[src/rtl/alu_pkg.sv]
// Shared types and defaults for the ALU operand stage: operation encoding,
// forward-source selection and datapath widths.
package alu_pkg;

    localparam int N_DEF  = 32;
    localparam int RA_DEF = 5;
    localparam int IMM_W  = 16;

    typedef enum logic [3:0] {
        ALU_AND = 4'd0,
        ALU_OR  = 4'd1,
        ALU_XOR = 4'd2,
        ALU_NOR = 4'd3,
        ALU_ADD = 4'd4,
        ALU_SUB = 4'd5,
        ALU_SLT = 4'd6,
        ALU_SLL = 4'd7,
        ALU_SRL = 4'd8,
        ALU_SRA = 4'd9
    } alu_op_t;

    typedef enum logic [1:0] {
        FWD_RF  = 2'd0,
        FWD_EXM = 2'd1,
        FWD_MWB = 2'd2
    } fwd_sel_t;

endpackage

[src/rtl/alu_operand_stage_fwd_mux.sv]
// Bypass selector for one source operand: the youngest in-flight producer
// (EX/MEM) wins over MEM/WB, which wins over the register file; r0 never forwards.
module fwd_mux
    import alu_pkg::*;
#(
    parameter int N  = N_DEF,
    parameter int RA = RA_DEF
) (
    input  logic [RA-1:0] i_src_addr,
    input  logic [N-1:0]  i_rf_data,
    input  logic          i_exm_we,
    input  logic [RA-1:0] i_exm_addr,
    input  logic [N-1:0]  i_exm_data,
    input  logic          i_mwb_we,
    input  logic [RA-1:0] i_mwb_addr,
    input  logic [N-1:0]  i_mwb_data,
    output logic [N-1:0]  o_fwd_data
);

    logic     w_src_nz;
    logic     w_exm_hit;
    logic     w_mwb_hit;
    fwd_sel_t w_sel;

    assign w_src_nz  = (i_src_addr != {RA{1'b0}});
    assign w_exm_hit = i_exm_we && (i_exm_addr == i_src_addr) && w_src_nz;
    assign w_mwb_hit = i_mwb_we && (i_mwb_addr == i_src_addr) && w_src_nz;

    // Priority encode the source of the operand.
    always_comb begin
        w_sel = FWD_RF;
        if (w_exm_hit) begin
            w_sel = FWD_EXM;
        end else if (w_mwb_hit) begin
            w_sel = FWD_MWB;
        end else begin
            w_sel = FWD_RF;
        end
    end

    // Steer the selected source onto the operand.
    always_comb begin
        o_fwd_data = i_rf_data;
        case (w_sel)
            FWD_EXM: o_fwd_data = i_exm_data;
            FWD_MWB: o_fwd_data = i_mwb_data;
            FWD_RF:  o_fwd_data = i_rf_data;
            default: o_fwd_data = i_rf_data;
        endcase
    end

endmodule

[src/rtl/alu_operand_stage.sv]
// ID/EX register feeding the ALU: immediate extension, operand bypass and a
// valid/ready output slot. Define ALU_OPSTAGE_FWD_EN to enable forwarding/snoop.
module alu_operand_stage
    import alu_pkg::*;
#(
    parameter int N  = N_DEF,
    parameter int RA = RA_DEF
) (
    input  logic          clk,
    input  logic          rst_n,
    input  logic          flush,
    input  logic          in_valid,
    output logic          in_ready,
    input  logic [N-1:0]  in_rs_data,
    input  logic [N-1:0]  in_rt_data,
    input  logic [RA-1:0] in_rs_addr,
    input  logic [RA-1:0] in_rt_addr,
    input  logic [RA-1:0] in_wr_addr,
    input  logic          in_reg_write,
    input  logic [15:0]   in_imm,
    input  logic          in_use_imm,
    input  logic          in_sign_ext,
    input  logic [3:0]    in_alu_op,
    input  logic          exm_we,
    input  logic [RA-1:0] exm_addr,
    input  logic [N-1:0]  exm_data,
    input  logic          mwb_we,
    input  logic [RA-1:0] mwb_addr,
    input  logic [N-1:0]  mwb_data,
    output logic          out_valid,
    input  logic          out_ready,
    output logic [N-1:0]  out_a,
    output logic [N-1:0]  out_b,
    output logic [3:0]    out_alu_op,
    output logic [RA-1:0] out_wr_addr,
    output logic          out_reg_write
);

    function automatic logic [N-1:0] ext_imm(input logic [IMM_W-1:0] imm, input logic sext);
        ext_imm = {{(N-IMM_W){sext & imm[IMM_W-1]}}, imm};
    endfunction

    logic          r_valid;
    logic [N-1:0]  r_a;
    logic [N-1:0]  r_b;
    alu_op_t       r_alu_op;
    logic [RA-1:0] r_wr_addr;
    logic          r_reg_write;
    logic [RA-1:0] r_rs_addr;
    logic [RA-1:0] r_rt_addr;
    logic          r_use_imm;

    logic          w_exm_we;
    logic          w_mwb_we;
    logic [N-1:0]  w_rs_fwd;
    logic [N-1:0]  w_rt_fwd;
    logic [N-1:0]  w_b_next;
    logic          w_capture;
    logic          w_load;
    logic          w_held;
    logic          w_snoop_a;
    logic          w_snoop_b;

`ifdef ALU_OPSTAGE_FWD_EN
    assign w_exm_we = exm_we;
    assign w_mwb_we = mwb_we;
`else
    // With bypassing compiled out, write enables are forced low so every
    // hit compare folds away; the raw enables are deliberately unused.
    logic w_unused_we;
    assign w_exm_we    = 1'b0;
    assign w_mwb_we    = 1'b0;
    assign w_unused_we = exm_we ^ mwb_we;
`endif

    fwd_mux #(.N(N), .RA(RA)) u_fwd_rs (
        .i_src_addr (in_rs_addr),
        .i_rf_data  (in_rs_data),
        .i_exm_we   (w_exm_we),
        .i_exm_addr (exm_addr),
        .i_exm_data (exm_data),
        .i_mwb_we   (w_mwb_we),
        .i_mwb_addr (mwb_addr),
        .i_mwb_data (mwb_data),
        .o_fwd_data (w_rs_fwd)
    );

    fwd_mux #(.N(N), .RA(RA)) u_fwd_rt (
        .i_src_addr (in_rt_addr),
        .i_rf_data  (in_rt_data),
        .i_exm_we   (w_exm_we),
        .i_exm_addr (exm_addr),
        .i_exm_data (exm_data),
        .i_mwb_we   (w_mwb_we),
        .i_mwb_addr (mwb_addr),
        .i_mwb_data (mwb_data),
        .o_fwd_data (w_rt_fwd)
    );

    assign in_ready  = !r_valid || out_ready;
    assign w_capture = in_valid && in_ready;
    assign w_load    = w_capture && !flush;
    assign w_b_next  = in_use_imm ? ext_imm(in_imm, in_sign_ext) : w_rt_fwd;
    assign w_held    = r_valid && !out_ready;

    // A producer retiring from MEM/WB while we stall would otherwise be lost;
    // EX/MEM is not watched because its result may still change.
    assign w_snoop_a = w_held && w_mwb_we && (mwb_addr == r_rs_addr) && (r_rs_addr != {RA{1'b0}});
    assign w_snoop_b = w_held && w_mwb_we && (mwb_addr == r_rt_addr) && (r_rt_addr != {RA{1'b0}})
                       && !r_use_imm;

    // Slot occupancy: flush wins over capture, consumption empties the slot.
    always_ff @(posedge clk or negedge rst_n) begin
        if (!rst_n) begin
            r_valid <= 1'b0;
        end else if (flush) begin
            r_valid <= 1'b0;
        end else if (w_capture) begin
            r_valid <= 1'b1;
        end else if (out_ready) begin
            r_valid <= 1'b0;
        end else begin
            r_valid <= r_valid;
        end
    end

    // Payload: load on accepted capture, otherwise hold with operand snoop.
    always_ff @(posedge clk or negedge rst_n) begin
        if (!rst_n) begin
            r_a         <= {N{1'b0}};
            r_b         <= {N{1'b0}};
            r_alu_op    <= ALU_AND;
            r_wr_addr   <= {RA{1'b0}};
            r_reg_write <= 1'b0;
            r_rs_addr   <= {RA{1'b0}};
            r_rt_addr   <= {RA{1'b0}};
            r_use_imm   <= 1'b0;
        end else if (w_load) begin
            r_a         <= w_rs_fwd;
            r_b         <= w_b_next;
            r_alu_op    <= alu_op_t'(in_alu_op);
            r_wr_addr   <= in_wr_addr;
            r_reg_write <= in_reg_write;
            r_rs_addr   <= in_rs_addr;
            r_rt_addr   <= in_rt_addr;
            r_use_imm   <= in_use_imm;
        end else begin
            r_a <= w_snoop_a ? mwb_data : r_a;
            r_b <= w_snoop_b ? mwb_data : r_b;
        end
    end

    assign out_valid     = r_valid;
    assign out_a         = r_a;
    assign out_b         = r_b;
    assign out_alu_op    = r_alu_op;
    assign out_wr_addr   = r_wr_addr;
    assign out_reg_write = r_reg_write;

endmodule

[config.mk]
export PLATFORM = sky130hd
export DESIGN_NAME = alu_operand_stage
export DESIGN_NICKNAME = d
export VERILOG_FILES = /design/src/rtl/alu_pkg.sv /design/src/rtl/alu_operand_stage_fwd_mux.sv /design/src/rtl/alu_operand_stage.sv
export SDC_FILE = /design/constraint.sdc
export NUM_CORES = 1
export LEC_CHECK = 0
export CAP_MARGIN = 40
export CORE_MARGIN = 1.5
export CORE_UTILIZATION = 37
export CTS_CLUSTER_SIZE = 30
export DETAILED_ROUTE_END_ITERATION = 10
export HOLD_SLACK_MARGIN = 0.1
export PLACE_DENSITY_LB_ADDON = 0.15
export REMOVE_ABC_BUFFERS = 1
export SETUP_SLACK_MARGIN = 0.1
export SLEW_MARGIN = 20
export SYNTH_ARGS = -nofsm -noshare
export SYNTH_HDL_FRONTEND = slang
export SYNTH_SLANG_ARGS = --single-unit
export TNS_END_PERCENT = 100
[constraint.sdc]
create_clock -name clk -period 2.9 [get_ports clk]
set_input_delay 0.58 -clock clk [delete_from_list [all_inputs] [get_ports clk]]
set_output_delay 0.58 -clock clk [all_outputs]
set_load 0.02 [all_outputs]
## Yosys cells after proc, flatten, opt, wreduce, memory -nomap -nowiden

Index checks and enable logic that the tools add are counted.

- Add/subtract/negate cells: 0
- Multiply operators: 0
- Div/mod/pow operators: 0
- Magnitude comparators: 0
- Equality and inequality tests: 0
- Shifts and indexed selects: 0
- Mux-type cells: 4
- Bitwise gates (word level): 1
- Reduce and logical (&&, ||, !) cells: 6

Operators by type and width:

| cell | number |
|---|---|
| 32-bit two-way mux | 1 |
| 1-bit two-way mux | 3 |
| 3-bit nonzero test | 1 |
| 1-bit logical AND | 2 |
| 1-bit logical NOT | 2 |
| 1-bit bitwise AND | 1 |
| 1-bit logical OR | 1 |

- Register bits after elaboration: 75
- Latch bits: 0
- RAM bits: 0
- Bits in read-only memories: 0
- Bits of input ports: 183
- Output and inout bits: 76
- Word-level logic and storage cells: 17
- Memories kept: 0

## Logic depth before layout (Yosys ltp)

- Depth after elaboration: 5
- Gate-level depth with buffers: 5
- Gate-level depth less buffers: 3

## Cells and area by module

A second synthesis with hierarchy kept.

- Cell total of the unflattened synthesis: 555
- Area total of the unflattened synthesis: 5,366.4 um^2

By module, submodules not included:

| module | times used | cells each | area each (um^2) | sequential area each (um^2) |
|---|---|---|---|---|
| alu_operand_stage | 1 | 217 | 3,469.6 | 1,876.8 |
| fwd_mux | 2 | 169 | 948.4 | 0.0 |

## Least setup slack after synthesis

No wires, ideal clock.

- Path type: input -> register
- Start point: in out_ready
- End point: reg r_a[0] (netlist: out_a[0])
- Library setup time: 0.125 ns
- Data arrival time: 1.443 ns
- Data required time: 2.775 ns
- Path slack: 1.332 ns
- Stages on the path: 5
- Path buffers: 2
- Cell sequence: nor2b_4 > nor3b_2 > buf_6 > buf_12 > mux2_4

- Word-level cells in the longest chain between the ends: 3

RTL lines:

| element | line | text |
|---|---|---|
| from (decl) | alu_operand_stage.sv:31 | `input logic out_ready,` |
| 1-bit logical OR | alu_operand_stage.sv:100 | `assign in_ready = !r_valid \|\| out_ready;` |
| 1-bit logical AND | alu_operand_stage.sv:101 | `assign w_capture = in_valid && in_ready;` |
| 1-bit logical AND | alu_operand_stage.sv:102 | `assign w_load = w_capture && !flush;` |
| to (signal assigned) | alu_operand_stage.sv:130 | `r_a <= {N{1'b0}};` |
| to (signal assigned) | alu_operand_stage.sv:139 | `r_a <= w_rs_fwd;` |
| to (signal assigned) | alu_operand_stage.sv:148 | `r_a <= w_snoop_a ? mwb_data : r_a;` |
| to (decl) | alu_operand_stage.sv:44 | `logic [N-1:0] r_a;` |

Every way passes these cells.
A chain may end at the register's enable or synchronous reset.

## Final worst setup path

- Start point: in out_ready
- End point: out in_ready

- Word-level cells in the longest chain between the ends: 1

RTL lines:

| element | line | text |
|---|---|---|
| 1-bit logical OR | alu_operand_stage.sv:100 |  |
| to (decl) | alu_operand_stage.sv:13 | `output logic in_ready,` |

Every way passes these cells.

==> load_flow_metrics.sql <==
INSERT INTO impl_metrics (metric_group, metric, value, unit) VALUES
('clock_tree', 'cts.sink_count', '75', ''),
('critical_path', 'cp_max_fo', '3', ''),
('critical_path', 'cp-startpoint', 'out_ready', ''),
('route', 'drt_first_pass_iters', '2', ''),
('layout', 'layout.nets', '573', ''),
('floorplan', 'rows', '35', ''),
('power', 'p_leak', '2.41', 'nW'),
('sta', 'finalCritPeriodShare', '0.813', ''),
('sta', 'slew_headroom', '0.640', ''),
('route', 'drt-initial-drc-count', '39', ''),
('layout', 'postLayoutCellArea', '5490', 'um2'),
('sta', 'worstMarginPinSlew', '538', 'ps'),
('floorplan', 'y_dimension_of_the_die', '99.8', 'um'),
('sta', 'grt_setup_unrepaired', 'false', ''),
('placement', 'port_buffers', '172', ''),
('route', 'route.antenna.remaining_nets', '0', ''),
('clock_tree', 'clock_tree_from_tritoncts', 'yes', ''),
('clock_tree', 'cts-root-to-sink-buffers', '2', ''),
('placement', 'post_dp_cell_area', '5250', 'um2'),
('floorplan', 'design.portCount', '259', ''),
('logic_synthesis', 'yosysSeqAreaShare', '0.542', ''),
('placement', 'gpl.final_weighted_congestion', '0.670', ''),
('global_route', 'grt_overflow_total', '0', ''),
('critical_path', 'worstSetupEndpointType', 'output port', ''),
('global_route', 'grt_pass1_wl', '13000', 'um'),
('power', 'power.density', '630', 'nW/um2'),
('job', 'drv.max_cap_violation_count', '0', ''),
('logic_synthesis', 'yosys.area.top_type_share', '0.542', ''),
('min_path', 'hold_class', 'primary input to async pin', ''),
('sta', 'max_clock_freq', '0.424', 'GHz'),
('logic_synthesis', 'yosysWarnings', '0', ''),
('floorplan', 'fp.dieArea', '9960', 'um2'),
('critical_path', 'timing.rr.start', 'out_valid', ''),
('critical_path', 'critical_path_data_required_time', '2320', 'ps'),
('clock_tree', 'cts_max_level', '3', ''),
('clock_tree', 'post_cts.resized_instances', '0', ''),
('route', 'vias', '2333', ''),
('sta', 'setup_viol_count_final', '0', ''),
('floorplan', 'start_util', '0.379', ''),
('placement', 'detailed_place_hpwl', '5720', 'um'),
('clock_tree', 'clk_root_buffer_cell', 'sky130_fd_sc_hd__clkbuf_8', ''),
('sta', 'final_max_slew_viol_count', '0', ''),
('critical_path', 'critPathMaxStageDelay', '590', 'ps'),
('sta', 'final_hold_viol_count', '0', ''),
('status', 'status', 'complete, no violations', ''),
('critical_path', 'worst-endpoint-arrival', '1780', 'ps'),
('layout', 'total_area_of_multi_input_combinational_cells', '1360', 'um2'),
('critical_path', 'cp-start-kind', 'primary input', ''),
('critical_path', 'timing.critical_path.cells', 'clkdlybuf4s50_1 > nor2b_4 > inv_1 > clkdlybuf4s50_1', ''),
('global_route', 'antenna_found_initial', '0', ''),
('logic_synthesis', 'post_synth_main_area_contributors', 'sky130_fd_sc_hd__dfrtp_1 54%, sky130_fd_sc_hd__mux2_4 26%, sky130_fd_sc_hd__mux2_2 9.7%', ''),
('clock_tree', 'clock_insertion_delay_worst_skew', '350', 'ps'),
('layout', 'antenna-diode-count', '0', ''),
('route', 'drcViolationCount', '0', ''),
('power', 'ir_drop', '0.300', 'mV'),
('layout', 'fillers', '745', ''),
('clock_tree', 'post-cts-setup-buffers', '0', ''),
('sta', 'setup_total_negative_slack', '0', 'ps'),
('logic_synthesis', 'mappedNetlistArea', '3470', 'um2'),
('critical_path', 'critPathMostFrequentCell', 'sky130_fd_sc_hd__clkdlybuf4s50_1', ''),
('global_route', 'grt_use_total', '0.169', ''),
('sta', 'finalWorstPathRequiredPeriod', '2360', 'ps'),
('layout', 'layout-area-overhead-vs-synth', '58.4', '%'),
('route', 'routed_wirelength', '8120', 'um'),
('critical_path', 'timing_worst_setup_path_type', 'primary input to output port', ''),
('critical_path', 'cp_slowest_cell', 'sky130_fd_sc_hd__clkdlybuf4s50_1', ''),
('clock_tree', 'num_cts_buffers', '9', ''),
('route', 'post_drt_via_cell_ratio', '4.61', ''),
('route', 'routed_wire_length_per_instance', '16.0', 'um'),
('layout', 'register_area', '1880', 'um2'),
('clock_tree', 'cts.clk_slew.worst_paths', '80', 'ps'),
('floorplan', 'floorplan.core_area', '9150', 'um2'),
('logic_synthesis', 'postSynthRegisterBits', '75', ''),
('logic_synthesis', 'ys_types', '14', ''),
('floorplan', 'die_span_in_x', '99.8', 'um'),
('sta', 'worst_clock_skew', '8.20', 'ps'),
('global_route', 'grt_max_degree', '48', ''),
('logic_synthesis', 'syn_avg_cell_area', '16.0', 'um2'),
('logic_synthesis', 'yosys.area.top_type', 'sky130_fd_sc_hd__dfrtp_1', ''),
('clock_tree', 'cts-hold-fix-buffers', '0', ''),
('global_route', 'number_of_global_route_vias_before_repair', '2528', ''),
('layout', 'drive_gt1_frac', '0.284', ''),
('logic_synthesis', 'syn-instance-count', '216', '');
-- metal layers --
layer / wire, um / up-vias / global-route usage
li1: - / 1083 / -
met1: 3640 / 1125 / 0.230
met2: 3510 / 111 / 0.243
met3: 793 / 14 / 0.0689
met4: 171 / 0 / 0.0596
met5: 0 / - / 0
-- where the power goes --
part / internal (W) / switching [W]
registers: 0.00123 / 0.0000994
logic: 0.000690 / 0.000468
clock network: 0.000575 / 0.000397
total: 0.00250 / 0.000965
-- synth_stat cells --
master	number
sky130_fd_sc_hd__buf_4	1
sky130_fd_sc_hd__mux2_4	60
sky130_fd_sc_hd__clkbuf_1	2
sky130_fd_sc_hd__nand3_1	1
sky130_fd_sc_hd__buf_12	6
sky130_fd_sc_hd__buf_2	2
sky130_fd_sc_hd__o21ai_0	16
sky130_fd_sc_hd__dfrtp_1	75
sky130_fd_sc_hd__nor2_1	2
sky130_fd_sc_hd__buf_6	2
sky130_fd_sc_hd__mux2_2	30
sky130_fd_sc_hd__inv_1	17
sky130_fd_sc_hd__nor3b_2	1
sky130_fd_sc_hd__nor2b_4	1
-- kinds of logic (layout without fill, tap and decap cells) --
family / Yosys count / count (layout) / share of synthesized area
AO/OA/AOI/OAI: 16 / 16 / 0.0231
buffers and inverters: 30 / 209 / 0.0668
AND/OR/NAND/NOR: 5 / 5 / 0.0112
flip-flops: 75 / 75 / 0.542
multiplexers: 90 / 90 / 0.357
-- worst max-delay path, delay by kind of cell --
family | cells | cell delay, ps
buffers and inverters | 3 | 1140
and+or+nand+nor | 1 | 60
-- cell type report --
| type | instances | share of cell area |
|---|---|---|
| sequential | 75 | 0.342 |
| tap | 111 | 0.0253 |
| multi-input combinational | 111 | 0.248 |
| clock buffer | 10 | 0.0232 |
| clock inverter | 6 | 0.0205 |
| timing repair buffer | 176 | 0.329 |
| inverter | 17 | 0.0116 |
-- cell usage in the layout (no fill, tap or decap) --
cell type and instances:
sky130_fd_sc_hd__o21ai_0 16, sky130_fd_sc_hd__clkbuf_1 1, sky130_fd_sc_hd__nor2b_4 1, sky130_fd_sc_hd__nand3_1 1, sky130_fd_sc_hd__dfrtp_1 75, sky130_fd_sc_hd__clkinv_2 1, sky130_fd_sc_hd__mux2_2 30, sky130_fd_sc_hd__nor2_1 2
sky130_fd_sc_hd__clkdlybuf4s50_1 171, sky130_fd_sc_hd__mux2_4 60, sky130_fd_sc_hd__buf_12 3, sky130_fd_sc_hd__bufinv_16 3, sky130_fd_sc_hd__inv_1 17, sky130_fd_sc_hd__buf_4 1, sky130_fd_sc_hd__clkbuf_8 9, sky130_fd_sc_hd__inv_6 1
sky130_fd_sc_hd__nor3b_4 1, sky130_fd_sc_hd__clkinv_4 1, sky130_fd_sc_hd__buf_16 1
-- through the flow --
stage	std cells	total power (W)	hold slack (ps)	worst slack, ps	utilization
after floorplan	203	0.00192	284	-2650	-
after detailed placement	490	0.00251	492	537	0.574
after global routing	506	0.00363	171	489	0.600
after CTS	506	0.00351	166	537	0.600
final	506	0.00346	164	542	0.600
after global placement	489	0.00249	489	542	0.571
-- worst paths after layout --
check / endpoint / slack (ps) / cells past startpoint
worst max-delay path: in_ready / 540 / 4
worst min-delay path: out_b[21] / 160 / 1
worst max register to register: out_b[31] / 1230 / 4
worst min register to register: out_a[25] / 510 / 1
max in group asynchronous: out_alu_op[0] / 2160 / 2
min in group clk: out_a[25] / 510 / 1
-- state kept, by name, summed over array words and instances (netlist names) --
register / flops
out_b: 32
out_valid: 1
out_alu_op: 4
out_wr_addr: 5
out_a: 32
out_reg_write: 1
Power figures use the tool's default switching activity.
